$ cat config.mk
export PLATFORM = sky130hd
export DESIGN_NAME = setpoint_encoder_flat
export DESIGN_NICKNAME = d
export VERILOG_FILES = /design/src/rtl/setpoint_encoder_pkg.sv /design/src/rtl/setpoint_encoder_if.sv /design/src/rtl/setpoint_encoder_bcd_accumulator.sv /design/src/rtl/setpoint_encoder.sv /design/src/flat_wrapper.sv
export SDC_FILE = /design/constraint.sdc
export NUM_CORES = 1
export LEC_CHECK = 0
export CORE_ASPECT_RATIO = 0.75
export CORE_UTILIZATION = 45
export DETAILED_ROUTE_END_ITERATION = 8
export SLEW_MARGIN = 20
export SYNTH_ARGS = -nofsm -noshare
export SYNTH_HDL_FRONTEND = slang
export SYNTH_SLANG_ARGS = --single-unit
$ cat constraint.sdc
create_clock -name clk -period 3.45 [get_ports clk]
set_input_delay 0.345 -clock clk [delete_from_list [all_inputs] [get_ports clk]]
set_output_delay 0.345 -clock clk [all_outputs]
set_load 0.02 [all_outputs]
$ cat src/rtl/setpoint_encoder_pkg.sv
`default_nettype none
// ============================================================================
// Module : setpoint_encoder_pkg
// Brief  : FSM encodings, default scaling constants and packed-BCD helpers
//          shared by the setpoint encoder and the display path.
// Rev    : 1.0  initial release
// ============================================================================
package setpoint_encoder_pkg;

    typedef enum logic [1:0] {
        ST_IDLE = 2'd0,
        ST_ACC  = 2'd1,
        ST_MUL  = 2'd2,
        ST_FIN  = 2'd3
    } state_t;

    localparam int unsigned c_scale_num_default = 16;
    localparam int unsigned c_code_max_default  = 4095;
    localparam int unsigned c_num_digits        = 4;

    // Digit slice of a packed BCD word; idx 0 is units, idx 3 is thousands.
    function automatic logic [3:0] bcd_digit(input logic [15:0] d, input int unsigned idx);
        return d[idx*4 +: 4];
    endfunction

    function automatic logic has_non_bcd(input logic [15:0] d);
        logic bad;
        bad = 1'b0;
        for (int unsigned i = 0; i < c_num_digits; i++) begin
            if (bcd_digit(d, i) > 4'd9) bad = 1'b1;
        end
        return bad;
    endfunction

endpackage
`default_nettype wire

$ cat src/rtl/setpoint_encoder_if.sv
`default_nettype none
// ============================================================================
// Module : setpoint_encoder_if
// Brief  : start/done request bus between the setpoint register and encoder.
// Rev    : 1.0  initial release
// ============================================================================
interface setpoint_encoder_if;
    logic        start;
    logic [15:0] digits;
    logic        busy;
    logic        done;
    logic [11:0] code;
    logic        sat;
    logic        err;

    modport master (
        output start, digits,
        input  busy, done, code, sat, err
    );

    modport slave (
        input  start, digits,
        output busy, done, code, sat, err
    );
endinterface
`default_nettype wire

$ cat src/rtl/setpoint_encoder_bcd_accumulator.sv
`default_nettype none
// ============================================================================
// Module : setpoint_encoder_bcd_accumulator
// Brief  : Captures 4 packed BCD digits and folds them MSD-first into binary
//          with a x10 accumulate, one digit per cycle.
// Rev    : 1.0  initial release
// ============================================================================
module setpoint_encoder_bcd_accumulator
    import setpoint_encoder_pkg::*;
(
    input  wire logic        clk,
    input  wire logic        rst,
    input  wire logic        i_load,
    input  wire logic [15:0] i_digits,
    output logic      [13:0] o_acc,
    output logic             o_last
);

    logic [15:0] r_sr;
    logic [13:0] r_acc;
    logic [2:0]  r_cnt;
    logic [3:0]  w_msd;
    logic [13:0] w_acc_next;

    assign w_msd      = bcd_digit(r_sr, 3);
    // acc*10 as (acc<<3)+(acc<<1); 9999 is the largest result and fits 14 bits.
    assign w_acc_next = {r_acc[10:0], 3'b000} + {r_acc[12:0], 1'b0} + {10'd0, w_msd};

    always_ff @(posedge clk or posedge rst) begin
        if (rst) begin
            r_sr  <= '0;
            r_acc <= '0;
            r_cnt <= '0;
        end else if (i_load) begin
            r_sr  <= i_digits;
            r_acc <= '0;
            r_cnt <= 3'(c_num_digits);
        end else if (r_cnt != 3'd0) begin
            r_acc <= w_acc_next;
            r_sr  <= {r_sr[11:0], 4'd0};
            r_cnt <= r_cnt - 3'd1;
        end
    end

    assign o_acc  = r_acc;
    assign o_last = (r_cnt == 3'd1);

endmodule
`default_nettype wire

$ cat src/rtl/setpoint_encoder.sv
`default_nettype none
// ============================================================================
// Module : setpoint_encoder
// Brief  : Converts a 4-digit BCD temperature setpoint into a saturated
//          12-bit ADC-count code (BCD->binary, then serial shift-add scale).
// Rev    : 1.0  initial release
// ============================================================================
module setpoint_encoder
    import setpoint_encoder_pkg::*;
#(
    parameter int unsigned SCALE_NUM   = c_scale_num_default,
    parameter int unsigned SCALE_SHIFT = 0,
    parameter int unsigned CODE_MAX    = c_code_max_default
) (
    input  wire logic          clk,
    input  wire logic          rst,
    setpoint_encoder_if.slave  bus
);

    localparam logic [7:0]  c_scale    = 8'(SCALE_NUM);
    localparam logic [21:0] c_code_max = 22'(CODE_MAX);

    state_t      r_state;
    state_t      w_next;
    logic        w_accept;
    logic        w_bad;
    logic [13:0] w_acc;
    logic        w_acc_last;
    logic [21:0] w_scaled;

    logic        r_busy;
    logic        r_done;
    logic [11:0] r_code;
    logic        r_sat;
    logic        r_err;
    logic        r_req_bad;
    logic [21:0] r_prod;
    logic [2:0]  r_bit;

    assign w_bad    = has_non_bcd(bus.digits);
    assign w_scaled = r_prod >> SCALE_SHIFT;

    setpoint_encoder_bcd_accumulator u_bcd_acc (
        .clk      (clk),
        .rst      (rst),
        .i_load   (w_accept && !w_bad),
        .i_digits (bus.digits),
        .o_acc    (w_acc),
        .o_last   (w_acc_last)
    );

    always_ff @(posedge clk or posedge rst) begin
        if (rst) r_state <= ST_IDLE;
        else     r_state <= w_next;
    end

    // A start coinciding with done is refused; FIN has only just handed back to IDLE.
    always_comb begin
        w_next   = r_state;
        w_accept = 1'b0;
        case (r_state)
            ST_IDLE: begin
                if (bus.start && !r_done) begin
                    w_accept = 1'b1;
                    w_next   = w_bad ? ST_FIN : ST_ACC;
                end
            end
            ST_ACC:  if (w_acc_last) w_next = ST_MUL;
            ST_MUL:  if (r_bit == 3'd7) w_next = ST_FIN;
            ST_FIN:  w_next = ST_IDLE;
            default: w_next = ST_IDLE;
        endcase
    end

    always_ff @(posedge clk or posedge rst) begin
        if (rst) begin
            r_busy    <= 1'b0;
            r_done    <= 1'b0;
            r_code    <= '0;
            r_sat     <= 1'b0;
            r_err     <= 1'b0;
            r_req_bad <= 1'b0;
            r_prod    <= '0;
            r_bit     <= '0;
        end else begin
            r_done <= 1'b0;
            case (r_state)
                ST_IDLE: begin
                    if (w_accept) begin
                        r_busy    <= 1'b1;
                        r_req_bad <= w_bad;
                        r_prod    <= '0;
                        r_bit     <= '0;
                    end
                end
                ST_MUL: begin
                    if (c_scale[r_bit]) r_prod <= r_prod + (22'(w_acc) << r_bit);
                    r_bit <= r_bit + 3'd1;
                end
                ST_FIN: begin
                    r_done <= 1'b1;
                    r_busy <= 1'b0;
                    // A rejected request reports err only; code and sat keep the last good result.
                    if (r_req_bad) begin
                        r_err <= 1'b1;
                    end else begin
                        r_err <= 1'b0;
                        if (w_scaled > c_code_max) begin
                            r_code <= c_code_max[11:0];
                            r_sat  <= 1'b1;
                        end else begin
                            r_code <= w_scaled[11:0];
                            r_sat  <= 1'b0;
                        end
                    end
                end
                default: ;
            endcase
        end
    end

    assign bus.busy = r_busy;
    assign bus.done = r_done;
    assign bus.code = r_code;
    assign bus.sat  = r_sat;
    assign bus.err  = r_err;

endmodule
`default_nettype wire
$ cat src/flat_wrapper.sv
// flat-port wrapper written by rule: the top's interface ports become plain ports
module setpoint_encoder_flat import setpoint_encoder_pkg::*;
#(
    parameter int unsigned SCALE_NUM   = c_scale_num_default,
    parameter int unsigned SCALE_SHIFT = 0,
    parameter int unsigned CODE_MAX    = c_code_max_default
)
  (clk, rst, bus_start, bus_digits, bus_busy, bus_done, bus_code, bus_sat, bus_err);
  setpoint_encoder_if bus_i ();
  input  wire logic clk;
  input  wire logic rst;
  input wire logic [$bits(bus_i.start)-1:0] bus_start;
  input wire logic [$bits(bus_i.digits)-1:0] bus_digits;
  output wire logic [$bits(bus_i.busy)-1:0] bus_busy;
  output wire logic [$bits(bus_i.done)-1:0] bus_done;
  output wire logic [$bits(bus_i.code)-1:0] bus_code;
  output wire logic [$bits(bus_i.sat)-1:0] bus_sat;
  output wire logic [$bits(bus_i.err)-1:0] bus_err;
  assign bus_i.start = bus_start;
  assign bus_i.digits = bus_digits;
  assign bus_busy = bus_i.busy;
  assign bus_done = bus_i.done;
  assign bus_code = bus_i.code;
  assign bus_sat = bus_i.sat;
  assign bus_err = bus_i.err;
  setpoint_encoder #(.SCALE_NUM(SCALE_NUM), .SCALE_SHIFT(SCALE_SHIFT), .CODE_MAX(CODE_MAX)) u_core (.clk(clk), .rst(rst), .bus(bus_i));
endmodule
==> results by group <==
Run status
  – Status: complete, no violations

Clocking
  – CTS tree: built
  – CTS root buffer: clkbuf_16
  – Clk slew on worst S/H paths: around 0.060 ns
  – Cts hold-fix bufs: 0
  – Clock sinks: 77
  – Clock buffer count from CTS: 9
  – Clock Latency Late Sink: between 0.3 and 0.4 ns
  – Deepest clock path buffer count: 2
  – Cts repair resizes: 0
  – H-tree depth: 3
  – # Post-CTS Setup Buffers: 0

Setup path
  – Crit Path Max Fanout: 16
  – CP endpoint kind: register
  – Crit Path Class: register to register
  – Arr. time, crit path: 3.41 ns
  – R2R depth: 10
  – Startpoint types: register
  – Worst path required time: between 3 and 4 ns

Synthesis
  – Post-synth EDFFs: 0
  – Synth Register Bits: between 70 and 80
  – Ys flop type: dfrtp_1
  – Syn Inst Count: 609
  – Async S/R FF share, synth: 100.0%
  – Synth warnings: 0
  – Synthesized cell area: approximately 0.0055 sq mm
  – Mapped Nets: 684
  – Syn Area/Cell: 9.032 sq um
  – Netlist cell types: 64
  – Register area share after synthesis: a little over a third

STA
  – Fmax: about 0.31 GHz
  – Slew margin rel.: between 40% and 50%
  – Final min period: approximately 3.2 ns
  – Final setup fails: 0
  – WHS: about 0.39 ns
  – Setup total negative slack: 0 ns
  – Final Cycle Share: 92.71%
  – Least-Margin Pin Slew: ~0.85 ns
  – Final-report max-slew violation count: 0
  – Hold Fails Final Rpt: 0
  – Clock skew: roughly 0.0063 ns
  – RSZ-0062 raised after global routing: false

Route
  – Final ANT Viol Nets: 0
  – Via count: ~4,600
  – Routed WL: roughly 13 mm
  – Via density: 5.695
  – DRC Markers: 0
  – Drt first pass iters: 5
  – DR WL/cell: 16.09 um
  – Initial drt markers: roughly 290

Die
  – I/O Pins: 35
  – Core Region: 0.01174 sq mm
  – Starting Density: roughly 47%
  – Die Span Y: roughly 98 um
  – Rows: 34
  – Die W: 129.7 um
  – Die area: 0.01267 sq mm

Cells and area
  – Nets: between 700 and 800
  – Commonest non-fill, non-tap cell in the layout: nand2_1
  – Non-Filler Instances: approximately 800
  – Layout Utilization: between 50% and 60%
  – Most frequent cells in the layout: nand2_1, dfrtp_1, o21ai_0
  – Antenna cell count: 0
  – Share of post-route cells with drive strength above 1: under 10%
  – Layout area overhead: 15.72%

Place
  – HPWL Detailed: approximately 9.7 mm
  – Placed instance count: approximately 790
  – Gpl congestion: ~0.88
  – Count of buffers from port buffering: 34

Global route
  – Aggregate global routing overflow: 0
  – Initial antenna violation count: 0
  – Global Route Usage Sum: roughly 22%
  – Largest net degree at the start of global routing: 44
  – First-pass GRT wire length: between 20 and 25 mm
  – Vias in the first global route: between 4,000 and 5,000

Job
  – Max-Cap Viols: 0

Worst hold path
  – Class of the worst hold path: input port to asynchronous set/reset pin

Power
  – Maximum vdd drop: roughly 0.46 mV
  – Pleak: approximately 2.9 nW
  – PwrDens: about 990 mW/mm^2
[sequential cells by signal, indices dropped and copies added, names as in the netlist, 2 cells and up]
signal and count:
u_core.u_bcd_acc.o_acc 14, u_core.u_bcd_acc.r_sr 16, u_core.bus.code 12, u_core.r_state 2, u_core.u_bcd_acc.r_cnt 3, u_core.r_prod 22
u_core.r_bit 3
[critical path: stages (launching register included)]
cell and delay [ns]:
dfrtp_4 0.55, mux2_2 0.40, o21ai_0 0.26, mux2i_1 0.13
ha_1 0.37, a21oi_1 0.24, nand2_1 0.11, a211oi_2 0.34
o21ai_0 0.19, and4_1 0.23, a211o_1 0.27
[synthesized netlist by cell type (2+ instances only)]
cell      instances  area (sq um)
a32o_1            2         20.02
xor2_1           11         96.34
nand3_1           6         30.03
o21ai_1           3         15.01
o22ai_1           4         25.02
nor3b_1           4         30.03
buf_2            10         50.05
nor3_1            8         40.04
o21a_1            6         45.04
nand3b_1          2         15.01
mux4_2            2         45.04
o21bai_1          6         45.04
dfrtp_1          77          1927
clkbuf_1         16         60.06
and3_1            4         25.02
and2_1            2         12.51
o31ai_1           3         22.52
o21ai_0          57         285.3
a211oi_1          7         52.55
nand2_1          89         334.1
or4_1             2         15.01
a31oi_1           3         18.77
a211oi_2          4         50.05
ha_1             53         663.1
nor2b_1           4         25.02
nor2_1           39         146.4
a21o_1           12         90.09
a21oi_1          40         200.2
inv_1            16         60.06
o22a_1           12         105.1
buf_1             3         11.26
mux2_2            8         90.09
nand4_1           3         18.77
mux2i_1          27         270.3
nand2b_1          7         43.79
or3_1             5         31.28
fa_1              3         60.06
nor4_1            2         12.51
a211o_1           4         35.03
or2_2             2         12.51
and4_1            2         17.52
xnor2_1          10         87.58
o211ai_1          8         60.06
[area by class of cell]
class / instances / area (sq um)
tap: 162 / 202.7
fill: 1091 / 5376
clock inverter: 3 / 67.56
inverter: 16 / 61.31
sequential: 77 / 1931
clock buffer: 13 / 260.3
multi-input combinational: 486 / 3392
timing repair buffer: 47 / 450.4
[layer usage]
layer	global-route usage [%]	routed length (um)	vias to the layer above
met5	0	0	-
met4	5.635	116	0
met3	3.836	505	14
met2	31.55	5424	94
met1	34.90	6890	2212
li1	-	-	2259
[report_power, final]
group          switching [mW]  internal, mW  leakage, nW
Sequential              0.325          1.22        0.995
Clock                   0.366         0.674        0.156
Combinational            2.07          1.62         1.77
[stage by stage]
step           instance area [sq um]  total power, mW  worst slack [ns]
2_1_floorplan                   5500            4.227            0.4055
3_3_place_gp                    6033            5.094            0.2158
3_5_place_dp                    6033            5.189            0.1139
4_1_cts                         6361            6.269           0.08747
5_1_grt                         6365            6.829           0.02005
6_report                        6365            6.272            0.2516
[kinds of logic after synthesis]
family	share of synthesized area (%)
adders and majority gates	13.15
and+or+nand+nor	15.97
AOI/OAI and AO/OA	21.70
muxes	7.370
xor gates and xnor gates	3.344
buffers and inverters	3.435
DFF	35.03
[final timing paths]
path	end	slack, ns	start
min in group clk	u_core.bus.sat	0.49	u_core.bus.sat
setup / recovery	u_core.r_prod[19]	0.25	u_core.r_bit[1]
max in group asynchronous	u_core.r_bit[1]	2.41	rst
hold / removal	u_core.u_bcd_acc.o_acc[3]	0.39	rst
setup reg to reg	u_core.r_prod[19]	0.25	u_core.r_bit[1]
hold reg to reg	u_core.bus.sat	0.49	u_core.bus.sat
Power figures use the tool's default switching activity.
